==> src/rtl/psw_pkg.sv <==
// psw_pkg: state encoding and width helpers for the parametrised password lock
package psw_pkg;
    typedef enum logic [2:0] {
        S_ENTRY   = 3'd0,
        S_CHECK   = 3'd1,
        S_OPEN    = 3'd2,
        S_FAIL    = 3'd3,
        S_LOCKOUT = 3'd4,
        S_PROGRAM = 3'd5
    } state_t;

    function automatic int fail_w(input int max_tries);
        return $clog2(max_tries + 1);
    endfunction

    function automatic int idx_w(input int n_digits);
        return $clog2(n_digits + 1);
    endfunction

    function automatic int lock_w(input int lock_cycles);
        return lock_cycles < 2 ? 1 : $clog2(lock_cycles);
    endfunction
endpackage

==> src/rtl/psw_press_edge.sv <==
// psw_press_edge: one-cycle press pulse on each rising edge of the debounced enter level
module psw_press_edge (
    input  logic clk,
    input  logic rst,
    input  logic enter,
    output logic press
);
    logic enter_q;

    always_ff @(posedge clk)
        enter_q <= rst ? 1'b0 : enter;

    assign press = enter & ~enter_q;
endmodule

==> src/rtl/psw_lock_param.sv <==
// psw_lock_param: N-digit code lock with whole-sequence compare, timed lockout and reprogramming
module psw_lock_param
    import psw_pkg::*;
#(
    parameter int DIGIT_W     = 4,
    parameter int N_DIGITS    = 4,
    parameter int MAX_TRIES   = 3,
    parameter int LOCK_CYCLES = 50000000,
    parameter logic [DIGIT_W*N_DIGITS-1:0] DEFAULT_CODE = 16'h7117
) (
    input  logic                              MAX10_CLK1_50,
    input  logic                              RST,
    input  logic                              enter,
    input  logic [DIGIT_W-1:0]                digit,
    input  logic                              prog_mode,
    output logic                              unlocked,
    output logic                              alarm,
    output logic                              locked_out,
    output logic                              programming,
    output logic [fail_w(MAX_TRIES)-1:0]      fail_cnt,
    output logic [idx_w(N_DIGITS)-1:0]        digit_idx,
    output logic [2:0]                        state_o
);
    localparam int CW = DIGIT_W * N_DIGITS;
    localparam int FW = fail_w(MAX_TRIES);
    localparam int IW = idx_w(N_DIGITS);
    localparam int LW = lock_w(LOCK_CYCLES);

    state_t          state, state_n;
    logic [CW-1:0]   entry, entry_n, code, code_n;
    logic [IW-1:0]   idx_n;
    logic [FW-1:0]   fail_n;
    logic [LW-1:0]   cnt, cnt_n;
    logic            press;
    logic [CW-1:0]   shifted;

    psw_press_edge u_edge (
        .clk   (MAX10_CLK1_50),
        .rst   (RST),
        .enter (enter),
        .press (press)
    );

    assign shifted = (entry << DIGIT_W) | CW'(digit);

    always_ff @(posedge MAX10_CLK1_50) begin
        if (RST) begin
            state     <= S_ENTRY;
            entry     <= '0;
            code      <= DEFAULT_CODE;
            digit_idx <= '0;
            fail_cnt  <= '0;
            cnt       <= '0;
        end else begin
            state     <= state_n;
            entry     <= entry_n;
            code      <= code_n;
            digit_idx <= idx_n;
            fail_cnt  <= fail_n;
            cnt       <= cnt_n;
        end
    end

    always_comb begin
        state_n = state;
        entry_n = entry;
        code_n  = code;
        idx_n   = digit_idx;
        fail_n  = fail_cnt;
        cnt_n   = cnt;
        case (state)
            S_ENTRY: if (press) begin
                entry_n = shifted;
                idx_n   = digit_idx + IW'(1);
                state_n = idx_n == IW'(N_DIGITS) ? S_CHECK : S_ENTRY;
            end
            S_CHECK: begin
                idx_n   = '0;
                state_n = entry == code ? S_OPEN : S_FAIL;
                fail_n  = entry == code ? '0 : fail_cnt;
            end
            S_FAIL: begin
                fail_n  = fail_cnt + FW'(1);
                cnt_n   = LW'(LOCK_CYCLES - 1);
                state_n = fail_n == FW'(MAX_TRIES) ? S_LOCKOUT : S_ENTRY;
            end
            S_LOCKOUT: begin
                cnt_n   = cnt == '0 ? cnt : cnt - LW'(1);
                fail_n  = cnt == '0 ? '0 : fail_cnt;
                state_n = cnt == '0 ? S_ENTRY : S_LOCKOUT;
            end
            S_OPEN: if (press) state_n = prog_mode ? S_PROGRAM : S_ENTRY;
            S_PROGRAM:
                if (digit_idx == IW'(N_DIGITS)) begin
                    code_n  = entry;
                    idx_n   = '0;
                    state_n = S_ENTRY;
                end else if (press) begin
                    entry_n = shifted;
                    idx_n   = digit_idx + IW'(1);
                end
            default: state_n = S_ENTRY;
        endcase
    end

    assign unlocked    = state == S_OPEN;
    assign alarm       = state == S_FAIL;
    assign locked_out  = state == S_LOCKOUT;
    assign programming = state == S_PROGRAM;
    assign state_o     = state;
endmodule

==> config.mk <==
export PLATFORM = sky130hd
export DESIGN_NAME = psw_lock_param
export DESIGN_NICKNAME = d
export VERILOG_FILES = /design/src/rtl/psw_pkg.sv /design/src/rtl/psw_press_edge.sv /design/src/rtl/psw_lock_param.sv
export SDC_FILE = /design/constraint.sdc
export NUM_CORES = 1
export LEC_CHECK = 0
export ABC_AREA = 0
export BUFFER_PORTS_ARGS = -buffer_cell sky130_fd_sc_hd__buf_2
export CORE_ASPECT_RATIO = 0.7
export CORE_MARGIN = 2
export CORE_UTILIZATION = 62
export CTS_BUF_LIST = sky130_fd_sc_hd__clkbuf_2
export DETAILED_ROUTE_END_ITERATION = 7
export PLACE_DENSITY_LB_ADDON = 0.25
export SKIP_CTS_REPAIR_TIMING = 1
export SYNTH_ARGS = -nofsm -noshare
export SYNTH_HDL_FRONTEND = slang
export SYNTH_SLANG_ARGS = --single-unit
==> constraint.sdc <==
create_clock -name MAX10_CLK1_50 -period 3.15 [get_ports MAX10_CLK1_50]
set_input_delay 0.63 -clock MAX10_CLK1_50 [delete_from_list [all_inputs] [get_ports MAX10_CLK1_50]]
set_output_delay 0.63 -clock MAX10_CLK1_50 [all_outputs]
set_load 0.01 [all_outputs]
==> results.txt <==
result of the run: finished, final reports clean
die area: 5660 µm²
fin nets: 392
Max-Cap Viols: 0
IO Port Bufs: 19
initial antenna violation count: 0
ANT cells: 0
WL/cell: 14.1 µm
Worst EP required: 3.57 ns
RSZ-0062 raised after global routing: false
CTS Sinks: 67
critical path fanouts, max: 10
asr flop ratio synth: 0
Worst Reg2Reg Path Length in Cells: 7
Routed WL: 6380 µm
grt met1 use: 0.357
largest net degree at the start of global routing: 26
Critical-path top delay cell: nor4b_4
leakage: 0.00144 µW
fin. max-slew vios: 0
Die W: 89.1 µm
number of global-route vias before repair: 2420
total track usage: 0.249
Psw: 331 µW
CTS H-tree depth: 3
DP Wirelength: 4360 µm
post-placement cell area: 3300 µm²
Rel. slew slack: 0.556
drt pass-1 iters: 5
Setup crit end kind: register
Final Util: 0.703
Residual DRC: 0
GR met2 Demand/Resource: 0.360
met3 GRT Util: 0.0760
GP Congestion: 0.830
finished layout cell area: 3400 µm²
GRT overflow: 0
via count: 2611
first-pass GRT wire length: 11000 µm
fin crit share: 0.816
CP Cell Sequence: inv_1 > ha_1 > or4b_1 > nor4b_4 > a21oi_1 > or2_0 > a311oi_1
Netlist Area Pre-Place: 3140 µm²
PnR Total Power: 1390 µW
Final TNS setup: 0 ns
Critical Path Stages: 7
Via density: 5.78
Root Driver: clkbuf_2
CTS tree: done
Top Usage Layer GRT: met2
Synth Flop Type: dfxtp_1
Inserted Clock Buffers: 9
Switching Share: 0.238
Mean Syn Cell Area: 8.72 µm²
Distinct cells, synth: 46
clk_lat worst skew: 0.50 ns
WP data arrival: 2.99 ns
largest buffer count on any clock path: 2
clock power share: 0.327
post-route ant nets: 0
syn_nets: 373
proportion of layout cells with a drive suffix above 1: 0.117
Top Ports: 20
worst setup path class: register to register
Post-synth EDFFs: 0
Seq/Total Area, Yosys: 0.427
Setup Viol. Count Final: 0
Hold WC Path Type: input pin to register
CP bufs+invs: 1
CP peak stage delay: 0.57 ns
combinational cell fraction of total power: 0.050
#FFs+latches synth: 67
Mapped Cells: 360
VDD IR max: 0.293 mV
Placeable Area: 4830 µm²
Hold Path Cell Cnt: 3
Clock Skew: 0.0279 ns
Worst-Margin Slew: 0.660 ns
Seq pwr share: 0.624
PwrDens: 409 nW/µm²
Starting DRT DRC Count: 219
Int Pwr: 1060 µW
Final Hold Vio Count: 0
Clk pin slew, worst setup/hold paths: 0.17 ns
CP top delay family: simple AND/OR/NAND/NOR gates
Synth-to-Final Area Change: 8.21%
min Tclk post-route: 2.57 ns
Initial Utilization: 0.649
Std-Cell Rows: 21
die height: 63.5 µm
Syn. warnings: 0
Max Clock Freq: 389 MHz
CP startpoint kind: register
state kept, by name, indices dropped and copies added (netlist names):
name,count
cnt,26
code,16
entry,16
digit_idx,3
state_o,3
fail_cnt,2
u_edge.enter_q,1
logic make-up after synthesis:
group | count (synthesis) | synth area share
simple gates | 152 | 0.257
flops | 67 | 0.427
compound gates | 56 | 0.112
xor+xnor | 32 | 0.0893
buf+inv | 30 | 0.0371
mux | 18 | 0.0574
fa+ha+maj | 5 | 0.0199
final timing paths:
path / end / slack (ns) / start
hold / removal: entry[1] / 0.37 / digit[1]
hold reg to reg: code[5] / 0.48 / code[5]
setup / recovery: cnt[1] / 0.58 / cnt[0]
setup reg to reg: cnt[1] / 0.58 / cnt[0]
layout by cell type (no fill, tap or decap), types with 2 or more instances in the layout:
cell type and n:
nor4b_4 2, dfxtp_1 67, inv_1 11, a311oi_1 2
o21ai_0 3, or3_1 8, xor2_1 17, nand3_1 4
a221oi_1 2, nand4_1 7, nor3_1 11, nor2_1 37
xnor2_1 15, nor3b_1 2, a2111oi_0 2, clkbuf_2 10
nand2_1 41, mux2i_1 18, buf_2 19, or4_1 5
nor2b_1 4, a31oi_1 7, nor4_1 9, nand3b_1 8
a211oi_1 8, a21oi_1 25, ha_1 5, or3_2 2
nand2b_1 4, clkinv_1 4, buf_4 7
synth_stat cells (2+ instances only):
cell type | number | area (µm²)
dfxtp_1 | 67 | 1340
nand2_1 | 41 | 154
nor2_1 | 37 | 139
a21oi_1 | 25 | 125
mux2i_1 | 18 | 180
xor2_1 | 17 | 149
xnor2_1 | 15 | 131
clkbuf_1 | 14 | 52.6
inv_1 | 11 | 41.3
nor3_1 | 11 | 55.1
nor4_1 | 9 | 56.3
a211oi_1 | 8 | 60.1
nand3b_1 | 8 | 60.1
or3_1 | 8 | 50.1
a31oi_1 | 7 | 43.8
nand4_1 | 7 | 43.8
ha_1 | 5 | 62.6
or4_1 | 5 | 37.5
nand2b_1 | 4 | 25.0
nand3_1 | 4 | 20.0
nor2b_1 | 4 | 25.0
buf_2 | 3 | 15.0
o21ai_0 | 3 | 15.0
a2111oi_0 | 2 | 17.5
a221oi_1 | 2 | 17.5
a311oi_1 | 2 | 17.5
nor3b_1 | 2 | 15.0
nor4b_4 | 2 | 47.6
or3_2 | 2 | 15.0
power by group through the flow:
stage	Sequential [µW]	Combinational [µW]	Clock [µW]
final	867	69.1	454
after global routing	870	76.9	499
after detailed placement	885	69.1	0
after global placement	885	67.4	0
after CTS	867	69.5	467
after floorplan	884	49.1	0
layout make-up:
cell class	count	area, µm²
Clock buffer	10	50.0
Timing Repair Buffer	26	148
Fill cell	389	1440
Tap cell	69	86.3
Multi-Input combinational cell	263	1680
Inverter	12	45.0
Clock inverter	5	45.0
Sequential cell	67	1340
through the flow:
stage / hold WS (ns) / setup WS (ns) / instances
floorplan: 0.448 / 0.876 / 360
global placement: 0.454 / 0.770 / 437
detailed placement: 0.459 / 0.647 / 437
CTS: 0.341 / 0.601 / 452
global route: 0.354 / 0.423 / 452
finish: 0.365 / 0.581 / 452
layer usage:
metal  wire [µm]  part of all wire
met2        2690              0.42
met3         381             0.060
met1        3210              0.50
met5           0                 0
met4          92             0.014
worst min-delay path, cell delays in order:
cell and delay (ns):
buf_2 0.07, mux2i_1 0.05, nor2_1 0.07
Power figures use the tool's default switching activity.
